File: config.mk
export PLATFORM = sky130hd
export DESIGN_NAME = slope_track
export DESIGN_NICKNAME = d
export VERILOG_FILES = /design/src/rtl/slope_track.sv
export SDC_FILE = /design/constraint.sdc
export NUM_CORES = 1
export LEC_CHECK = 0
export ABC_AREA = 1
export ABC_CLOCK_PERIOD_IN_PS = 4730
export CORE_MARGIN = 3
export CORE_UTILIZATION = 40
export DETAILED_ROUTE_END_ITERATION = 16
export PLACE_DENSITY = 0.72
export SLEW_MARGIN = 20
export SYNTH_ARGS = -nofsm -noshare
export SYNTH_HDL_FRONTEND = slang
export SYNTH_SLANG_ARGS = --single-unit
File: constraint.sdc
create_clock -name clk -period 4.73 [get_ports clk]
set_input_delay 1.1825 -clock clk [delete_from_list [all_inputs] [get_ports clk]]
set_output_delay 1.1825 -clock clk [all_outputs]
set_load 0.02 [all_outputs]
File: src/rtl/slope_track.sv
// Streaming turning-point detector: tracks run direction with a hysteresis deadband
// and flags peaks/valleys with the extremum value and run length that led to them.
module slope_track #(
    parameter int unsigned WIDTH  = 16,
    parameter bit          SIGNED = 1'b0,
    parameter int unsigned CNT_W  = 8
) (
    input  logic             clk,
    input  logic             rst,
    input  logic             in_valid,
    input  logic [WIDTH-1:0] datain,
    input  logic [WIDTH-1:0] thresh,
    output logic             out_valid,
    output logic [WIDTH-1:0] dataout,
    output logic             posen,
    output logic             negen,
    output logic [WIDTH-1:0] extval,
    output logic [CNT_W-1:0] runlen
);

    localparam int unsigned DW = WIDTH + 1;

    typedef enum logic [1:0] {
        S_INIT,
        S_FLAT,
        S_RISE,
        S_FALL
    } state_t;

    state_t           state, state_nx;
    logic [WIDTH-1:0] ref_q, ref_nx;
    logic [CNT_W-1:0] cnt, cnt_nx, cnt_inc;
    logic             pos_nx, neg_nx;
    logic [WIDTH-1:0] ext_nx;
    logic [CNT_W-1:0] run_nx;

    logic [DW-1:0]    x_ext, ref_ext, th_ext, up_diff, dn_diff;
    logic             up, down, ge, le;

    // One extra bit keeps both differences exact for either signedness.
    always_comb begin
        x_ext   = SIGNED ? {datain[WIDTH-1], datain} : {1'b0, datain};
        ref_ext = SIGNED ? {ref_q[WIDTH-1], ref_q}   : {1'b0, ref_q};
        th_ext  = {1'b0, thresh};
        up_diff = x_ext - ref_ext;
        dn_diff = ref_ext - x_ext;
        up      = $signed(up_diff) > $signed(th_ext);
        down    = $signed(dn_diff) > $signed(th_ext);
        ge      = ~up_diff[DW-1];
        le      = ~dn_diff[DW-1];
        cnt_inc = (cnt == {CNT_W{1'b1}}) ? cnt : cnt + CNT_W'(1);
    end

    // Next-state, reference, counter and pulse decisions for an accepted sample.
    always_comb begin
        state_nx = state;
        ref_nx   = ref_q;
        cnt_nx   = cnt;
        pos_nx   = 1'b0;
        neg_nx   = 1'b0;
        ext_nx   = extval;
        run_nx   = runlen;
        if (in_valid) begin
            unique case (state)
                S_INIT: begin
                    ref_nx   = datain;
                    state_nx = S_FLAT;
                end
                S_FLAT: begin
                    if (up) begin
                        state_nx = S_RISE;
                        ref_nx   = datain;
                        cnt_nx   = CNT_W'(1);
                    end else if (down) begin
                        state_nx = S_FALL;
                        ref_nx   = datain;
                        cnt_nx   = CNT_W'(1);
                    end
                end
                S_RISE: begin
                    if (ge) begin
                        ref_nx = datain;
                        cnt_nx = cnt_inc;
                    end else if (down) begin
                        pos_nx   = 1'b1;
                        ext_nx   = ref_q;
                        run_nx   = cnt;
                        state_nx = S_FALL;
                        ref_nx   = datain;
                        cnt_nx   = CNT_W'(1);
                    end else begin
                        cnt_nx = cnt_inc;
                    end
                end
                S_FALL: begin
                    if (le) begin
                        ref_nx = datain;
                        cnt_nx = cnt_inc;
                    end else if (up) begin
                        neg_nx   = 1'b1;
                        ext_nx   = ref_q;
                        run_nx   = cnt;
                        state_nx = S_RISE;
                        ref_nx   = datain;
                        cnt_nx   = CNT_W'(1);
                    end else begin
                        cnt_nx = cnt_inc;
                    end
                end
                default: state_nx = S_INIT;
            endcase
        end
    end

    always_ff @(posedge clk) begin
        if (rst) begin
            state     <= S_INIT;
            ref_q     <= '0;
            cnt       <= '0;
            out_valid <= 1'b0;
            dataout   <= '0;
            posen     <= 1'b0;
            negen     <= 1'b0;
            extval    <= '0;
            runlen    <= '0;
        end else begin
            state     <= state_nx;
            ref_q     <= ref_nx;
            cnt       <= cnt_nx;
            out_valid <= in_valid;
            dataout   <= in_valid ? datain : dataout;
            posen     <= pos_nx;
            negen     <= neg_nx;
            extval    <= ext_nx;
            runlen    <= run_nx;
        end
    end

endmodule

# Yosys cells after proc, flatten, opt, wreduce, memory -nomap -nowiden

Index checks and enable logic that the tools add are counted.

Divide/modulo/power cells: 0
Multiply operators: 0
$add $sub $neg: 3
Reduce and logical (&&, ||, !) cells: 9
Shifts and indexed selects: 0
Equality and inequality tests: 10
Magnitude comparators: 2
Multiplexer cells: 32
Bitwise gates (word level): 5

Operator list:

| operator                                                               | count |
|---|---|
| 16-bit two-way mux                                                     | 9 |
| 8-bit two-way mux                                                      | 11 |
| 16-bit one-hot mux with 4 select lines                                 | 1 |
| 17-bit greater-than comparator                                         | 2 |
| 16-bit by 16-bit subtractor with 17-bit output                         | 2 |
| 16-bit one-hot mux with 2 select lines                                 | 1 |
| 8-bit one-hot mux with 3 select lines                                  | 1 |
| 8-bit one-hot mux with 2 select lines                                  | 1 |
| 2-bit two-way mux                                                      | 5 |
| 8-bit by 1-bit adder with 8-bit output (second input constant)         | 1 |
| 8-bit equality test (second input constant)                            | 1 |
| 2-bit inequality test (second input constant)                          | 4 |
| 2-bit one-hot mux with 4 select lines                                  | 1 |
| 4-bit OR reduction                                                     | 2 |
| 3-bit inequality test (second input constant)                          | 2 |
| 6-bit AND reduction                                                    | 1 |
| 1-bit NOT                                                              | 5 |
| 2-bit equality test (second input constant)                            | 2 |
| 4-bit AND reduction                                                    | 1 |
| 3-bit AND reduction                                                    | 1 |
| 3-bit nonzero test                                                     | 1 |
| 2-bit by 1-bit equality test with 1-bit output (second input constant) | 1 |
| 2-bit zero test                                                        | 1 |
| 1-bit two-way mux                                                      | 2 |
| other kinds (2)                                                        | 2 |

Flip-flop bits (word level): 69
RAM bits: 0
Memories: 0
Bits in latches: 0
Memory bits (read-only): 0

# Logic depth before layout (Yosys ltp)

Gate-level depths: netlist of run 1.

Word-level depth: 5
Mapped depth: 30
Depth with buffers taken out: 29

# Worst setup path before layout of run 1

Ideal clock, no wire load.

Kind: input-to-reg
From: input datain[0]
To: register ref_q[15]
Stages: 21
Setup time: 0.134 ns
Required time: 4.596 ns
Arrival time: 3.917 ns
Slack: 0.680 ns
Buffers on the path: 1
Path through: inv_1 ha_1 inv_1 fa_1 a211oi_1 o21ai_0 xor2_1 ha_1 a21oi_1 o21a_1 nand2_1 nand2_1 nand2_1 nand2_1 nand2_1 nand2_4 a21oi_4 nand2_2 buf_6 nand2_1 a21oi_1

Cells in the longest elaborated chain, start to end: 5

RTL lines:

| what                                           | line   | source |
|---|---|---|
| from (decl)                                    | 11     | `input logic [WIDTH-1:0] datain,` |
| 16-bit by 16-bit subtractor with 17-bit output | 46     | `dn_diff = ref_ext - x_ext;` |
| 17-bit greater-than comparator                 | 48     | `down = $signed(dn_diff) > $signed(th_ext);` |
| 16-bit two-way mux                             | n/a    |  |
| 16-bit two-way mux (on tied branches)          | 81, 70 |  |
| 16-bit one-hot mux with 4 select lines         | 64     | `unique case (state)` |
| to (signal assigned)                           | 128    | `ref_q <= ref_nx;` |
| to (decl)                                      | 31     | `logic [WIDTH-1:0] ref_q, ref_nx;` |

Several ways; a longest one is shown, not always the timed one.
A chain may end at the register's enable or synchronous reset.

# Worst setup path after layout of run 1

From: input datain[8]
To: register cnt[4]

Cells in the longest elaborated chain, start to end: 5

RTL lines:

| what                                                              | line   | source |
|---|---|---|
| 16-bit by 16-bit subtractor with 17-bit output (on tied branches) | 45, 46 |  |
| 17-bit greater-than comparator (on tied branches)                 | 47, 48 |  |
| 8-bit two-way mux (on tied branches)                              | 99, 84 |  |
| 8-bit two-way mux (on tied branches)                              | 96, 81 |  |
| 8-bit one-hot mux with 3 select lines                             | 64     |  |
| to (signal assigned)                                              | 129    | `cnt <= cnt_nx;` |
| to (decl)                                                         | 32     | `logic [CNT_W-1:0] cnt, cnt_nx, cnt_inc;` |

Several ways; a longest one is shown, not always the timed one.

==> results.ini, run 1 <==
[run_status]
status=finished, final reports clean

[logic_synthesis]
synth_cell_type_count=39
synth-edff-count=0
yosysSeqAreaShare=0.2576
ys_warn_count=0
syn_area_um2=5363
synth_nets=853
ys_top_cells_by_count=138 x nand2_1, 102 x a21oi_1, 93 x inv_1
synthArstFlopShare=0
synth.most_common_cell=nand2_1
synth_top_area_frac=0.2576
synth_area_leaders=dfxtp_1 26%, ha_1 16%, nand2_1 9.7%, a21oi_1 9.5%, inv_1 6.5%
synth-main-ff-cell=dfxtp_1
syn_inst=748
ys_ff_latch=69
avgSynthCellArea_um2=7.169
yosys.area.top_type=dfxtp_1

[die]
start_util=0.4165
fp.dieH_um=121.8
pin_count=78
die_x_um=121.8
dieArea_um2=14830
num_rows=41
coreArea_um2=12880

[critical_path]
reg2reg_slack_ns=0.98
critPathLaunchType=input pin
timing.rr.end=ref_q[2]
slowest_stage=clkdlybuf4s50_1
worst_ep_arrival_time_ns=4.79
crit_path_max_incr_delay_ns=0.50
crit_type=in -> reg
worstRegToRegCells=28
crit_chain=clkdlybuf4s50_1 > inv_1 > ha_1 > nand2_1 > inv_1 > a21oi_1 > nor2_1 > a211oi_1 > o31ai_1 > xnor2_1 > inv_1 > ha_1 > nand2_1 > nor3_1 > and3_2 > nor2_8 > nand3_1 > nand2_2 > nand2_1 > nand3_1 > a21oi_1
rr_startpoint=ref_q[0]
worstSetupEndpointType=register
required_ns=4.98
worst-path-max-fanout=7
startpoint=datain[8]

[layout]
antenna_cells=0
nNetsFinal=1012
area_growth_pct=40.08
layoutNonFillerInstCount=1084
drive_above_1_share=0.2116

[clocking]
cts.clk_slew.worst_paths_ns=0.06
cts_tree=built
clk-insertion-delay-late_ns=0.33
cts-root-buf=clkbuf_16
htreeDepth=3
clockBufferDepth=2
cts_sinks=69
cts_buffers=9
holdBufCountCts=0

[sta]
worst_pin_slew_ns=0.6676
relSlewSlack=0.5544
final-hold-violation-count=0
finalClockSkew_ns=0.009335
setup_slack_ns=0.1933
fmaxAchievable_ghz=0.2204
finalCritPeriodShare=0.9591
period_minus_slack_ns=4.537
finalSetupViolations=0
slew_violations=0

[route]
wirelength_um=15520
postRouteAntennaNets=0
drtIter0Drc=331
drc=0
avgViaCountPerCell=5.096
drt_pass1_iterations=5
vias=5524
wire_per_inst_um=14.32

[power]
p_leak_nw=3.433
ir_drop_v=0.0002063
power_density_nw_per_um2=306.7

[run]
cap_violations=0

[worst_hold_path]
hold_start=extval[11]
holdPathStages=2
min_path_type=reg -> reg
holdPathEnd=extval[11]

[global_route]
overflow=0
grt_pass1_wl_um=24480
grt_max_degree=46
track_usage=0.2038
met1_usage=0.2678
busiest_layer=met2
grt_use_met3=0.04503
grt_util_met2=0.3381
antenna_found_initial=0
grt_pass1_vias=5249

[placement]
dp_cells=1062
dp_slack_ns=-0.4014
hpwl_um=11950
io_buffers=77
place.gp.congestion=0.9659

## worst max path at each step
stage / to / cells past startpoint
3_5_place_dp: ref_q[2] / 28
5_1_grt: ref_q[2] / 24
2_1_floorplan: ref_q[15] / 21
4_1_cts: ref_q[11] / 29
6_report: cnt[4] / 21
3_3_place_gp: ref_q[2] / 28
## power breakdown
group | switching (mW) | internal, mW
clock | 0.251 | 0.491
sequential | 0.0322 | 0.613
combinational | 0.511 | 0.406
total | 0.794 | 1.51
## cell usage in the layout, fill, tap and decap left out, types with 3 or more instances in the layout
cell	instances
dfxtp_1	69
buf_12	4
clkdlybuf4s50_1	74
a21o_1	7
buf_4	94
nand2_4	4
nand4_1	24
a211oi_1	4
a21oi_2	12
ha_1	60
xor2_1	27
inv_2	14
clkbuf_16	10
nand2_1	134
nand2_2	16
nor2_1	40
inv_1	87
dlymetal6s2s_1	3
nor3_1	10
nand3_1	34
ha_4	6
a21oi_1	93
o21ai_0	36
## critical path, delay by kind of cell
kind / cells / cell delay (ns)
xor+xnor: 1 / 0.15
fa+ha+maj: 2 / 0.65
buf+inv: 4 / 0.75
compound gates: 4 / 0.68
simple gates: 10 / 1.38
## layout make-up
class                      count  area (µm²)
clock buffer                  11       252.7
tap                          172       215.2
timing repair buffer         177        1600
inverter                     101       379.1
clock inverter                 5       81.33
fill                        1145        5364
multi-input combinational    549        3602
sequential                    69        1381
## stage by stage
| step | setup TNS (ns) | hold slack [ns] | instance area [µm²] | util | total power [mW] |
|---|---|---|---|---|---|
| floorplan | 0 | 0.4687 | 5363 | - | 1.189 |
| global placement | -12.80 | 0.4500 | 6899 | 0.5358 | 1.483 |
| detailed placement | -15.03 | 0.4522 | 6899 | 0.5358 | 1.496 |
| CTS | 0 | 0.4609 | 7251 | 0.5631 | 2.250 |
| global route | -0.7003 | 0.4896 | 7512 | 0.5834 | 2.448 |
| finish | 0 | 0.4608 | 7512 | 0.5834 | 2.304 |
## routing by layer
metal,up-vias,share of wire
met1,2546,0.46
met4,0,0.015
met3,19,0.053
met2,155,0.47
met5,-,0
li1,2804,-
## flip-flops by register name (all words and copies together), names as in the netlist, 2 cells and up
name	flops
cnt	8
dataout	16
extval	16
ref_q	16
runlen	8
state	2
## timing repair
item / 4_1_cts / 5_1_grt
resized for setup: 4 / 57
pin swaps: 0 / 14
buffers inserted: 0 / 4
cloned: 0 / 2
endpoints found under the setup margin: 17 / 50
## cells by family after synthesis
kind of cell,after synthesis,share of synthesized area
DFF,69,0.2576
and+or+nand+nor,274,0.2359
xor gates and xnor gates,30,0.04900
adders and majority gates,70,0.1661
AOI/OAI and AO/OA,174,0.1834
buffers and inverters,131,0.1080
(Power assumes the default switching activity.)
==> run 2, diff against run 1 <==
Settings changed: ABC_CLOCK_PERIOD_IN_PS 4730 to unset.
==> results of run 2 <==
No change in the layout: final DEF, timing and power equal those of run 1.
==> run 3, diff against run 2 <==
Settings changed: CAP_MARGIN set to 20, SETUP_SLACK_MARGIN set to 0.2.
==> run 3 against run 2 <==
Sequential power barely moved. Non-clock buffer count rose by 8. Maximum frequency rose by 5.1%. Sequential share of layout area is 0.63 points lower. Worst setup slack gained 0.22 ns. Cell area up 3.5%. Critical endpoint is now ref_q[8].
==> results.ini, run 3 (same netlist as run 1, synthesis figures left out) <==
[route]
wirelength_um=16350
highest_layer=met4
vias=5707
wl_met3_um=1003
met1Wirelength_um=7198
route.met2.wl_um=7851
avgViaCountPerCell=5.231
postRouteAntennaNets=0
drc=0
wire_per_inst_um=14.99
drt_pass1_iterations=5
drtIter0Drc=369

[layout]
area_growth_pct=45.03
drive_above_1_share=0.2524
reg.largest.list=dataout (16), extval (16), ref_q (16)
layoutNonFillerInstCount=1091
nNetsFinal=1019
final_cell_mix=129 x nand2_1, 100 x buf_4, 90 x a21oi_1
antenna_cells=0
layout_commonest_cell=nand2_1

[sta]
fmaxAchievable_ghz=0.2316
worst_pin_slew_ns=0.6830
setup_slack_ns=0.4131
relSlewSlack=0.5442
period_minus_slack_ns=4.317
slew_violations=0
rsz0062_at_grt=no
finalSetupViolations=0
finalClockSkew_ns=0.008313
finalCritPeriodShare=0.9127
final-hold-violation-count=0

[clocking]
cts_sinks=69
cts.clk_slew.worst_paths_ns=0.05
clk-insertion-delay-late_ns=0.33
cts_buffers=9
holdBufCountCts=0
htreeDepth=3
clockBufferDepth=2
cts_tree=built
cts-root-buf=clkbuf_16

[die]
fp.dieH_um=121.8
die_x_um=121.8
num_rows=41
dieArea_um2=14830
coreArea_um2=12880
start_util=0.4165
pin_count=78

[placement]
hpwl_um=11950
place.gp.congestion=0.9659
dp_slack_ns=-0.4014
io_buffers=77
dp_cells=1062

[critical_path]
required_ns=4.99
crit_path_max_incr_delay_ns=0.31
worst_ep_arrival_time_ns=4.57
worstSetupEndpointType=register
startpoint=datain[4]
rr_startpoint=ref_q[0]
worst-path-max-fanout=8
critPathLaunchType=input pin
cpMostUsedCell=nand2_1
slowest_stage=ha_1
crit_type=in -> reg

[power]
internal_power_mw=1.543
power_frac_comb=0.411
switching_share=0.3488
power_switching_mw=0.8262
p_leak_nw=3.556
pwr-share-clk=0.315
ir_drop_v=0.0002132
power_frac_seq=0.273
total_power_mw=2.369
power_density_nw_per_um2=304.6

[global_route]
antenna_found_initial=0
grt_pass1_vias=5375
overflow=0
track_usage=0.2107
grt_max_degree=46
grt_pass1_wl_um=25250

[worst_hold_path]
hold_start=extval[11]
min_path_type=reg -> reg

[run_status]
status=finished, final reports clean

[run]
cap_violations=0

[run 3: worst paths after layout]
kind	slack, ns	endpoint	depth (start not counted)
max reg2reg	1.03	ref_q[8]	28
min reg2reg	0.46	extval[11]	2
min	0.46	extval[11]	2
max	0.41	ref_q[8]	28
[run 3: power by group through the flow]
stage                     Clock (mW)  Sequential, mW  Combinational [mW]
after detailed placement           0           0.654               0.841
after floorplan                    0           0.659               0.530
final                          0.747           0.647               0.975
after CTS                      0.754           0.644               0.883
after global routing           0.779           0.651                1.07
after global placement             0           0.654               0.829
[run 3: critical path, delay by kind of cell]
family	cells	cell delay [ns]
xor gates and xnor gates	1	0.19
and+or+nand+nor	14	0.97
buffers and inverters	7	0.89
AOI/OAI and AO/OA	4	0.77
adders and majority gates	2	0.54
[run 3: per-stage QoR]
step,hold WS (ns),TNS (ns),util,instance area [µm²]
floorplan,0.4687,0,-,5363
global placement,0.4500,-12.80,0.5358,6899
detailed placement,0.4522,-15.03,0.5358,6899
CTS,0.4609,0,0.5770,7430
global route,0.4896,0,0.6040,7777
finish,0.4607,0,0.6040,7777
[run 3: per-layer routing]
| metal | vias to the layer above | global-route usage |
|---|---|---|
| met5 | - | 0 |
| met4 | 0 | 0.06303 |
| met3 | 27 | 0.04550 |
| met2 | 196 | 0.3526 |
| met1 | 2673 | 0.2726 |
| li1 | 2811 | - |
[run 3: area by class of cell]
type | instances | area, µm²
timing repair buffer | 185 | 1703
clock buffer | 11 | 252.7
clock inverter | 5 | 81.33
inverter | 101 | 379.1
multi-input combinational | 548 | 3765
sequential | 69 | 1381
fill | 1090 | 5099
tap | 172 | 215.2
[run 3: repair_timing]
action,CTS,global route
endpoints found under the setup margin,50,50
buffers inserted,2,9
pin swaps,5,40
gates resized for setup,31,78
gates cloned,1,1
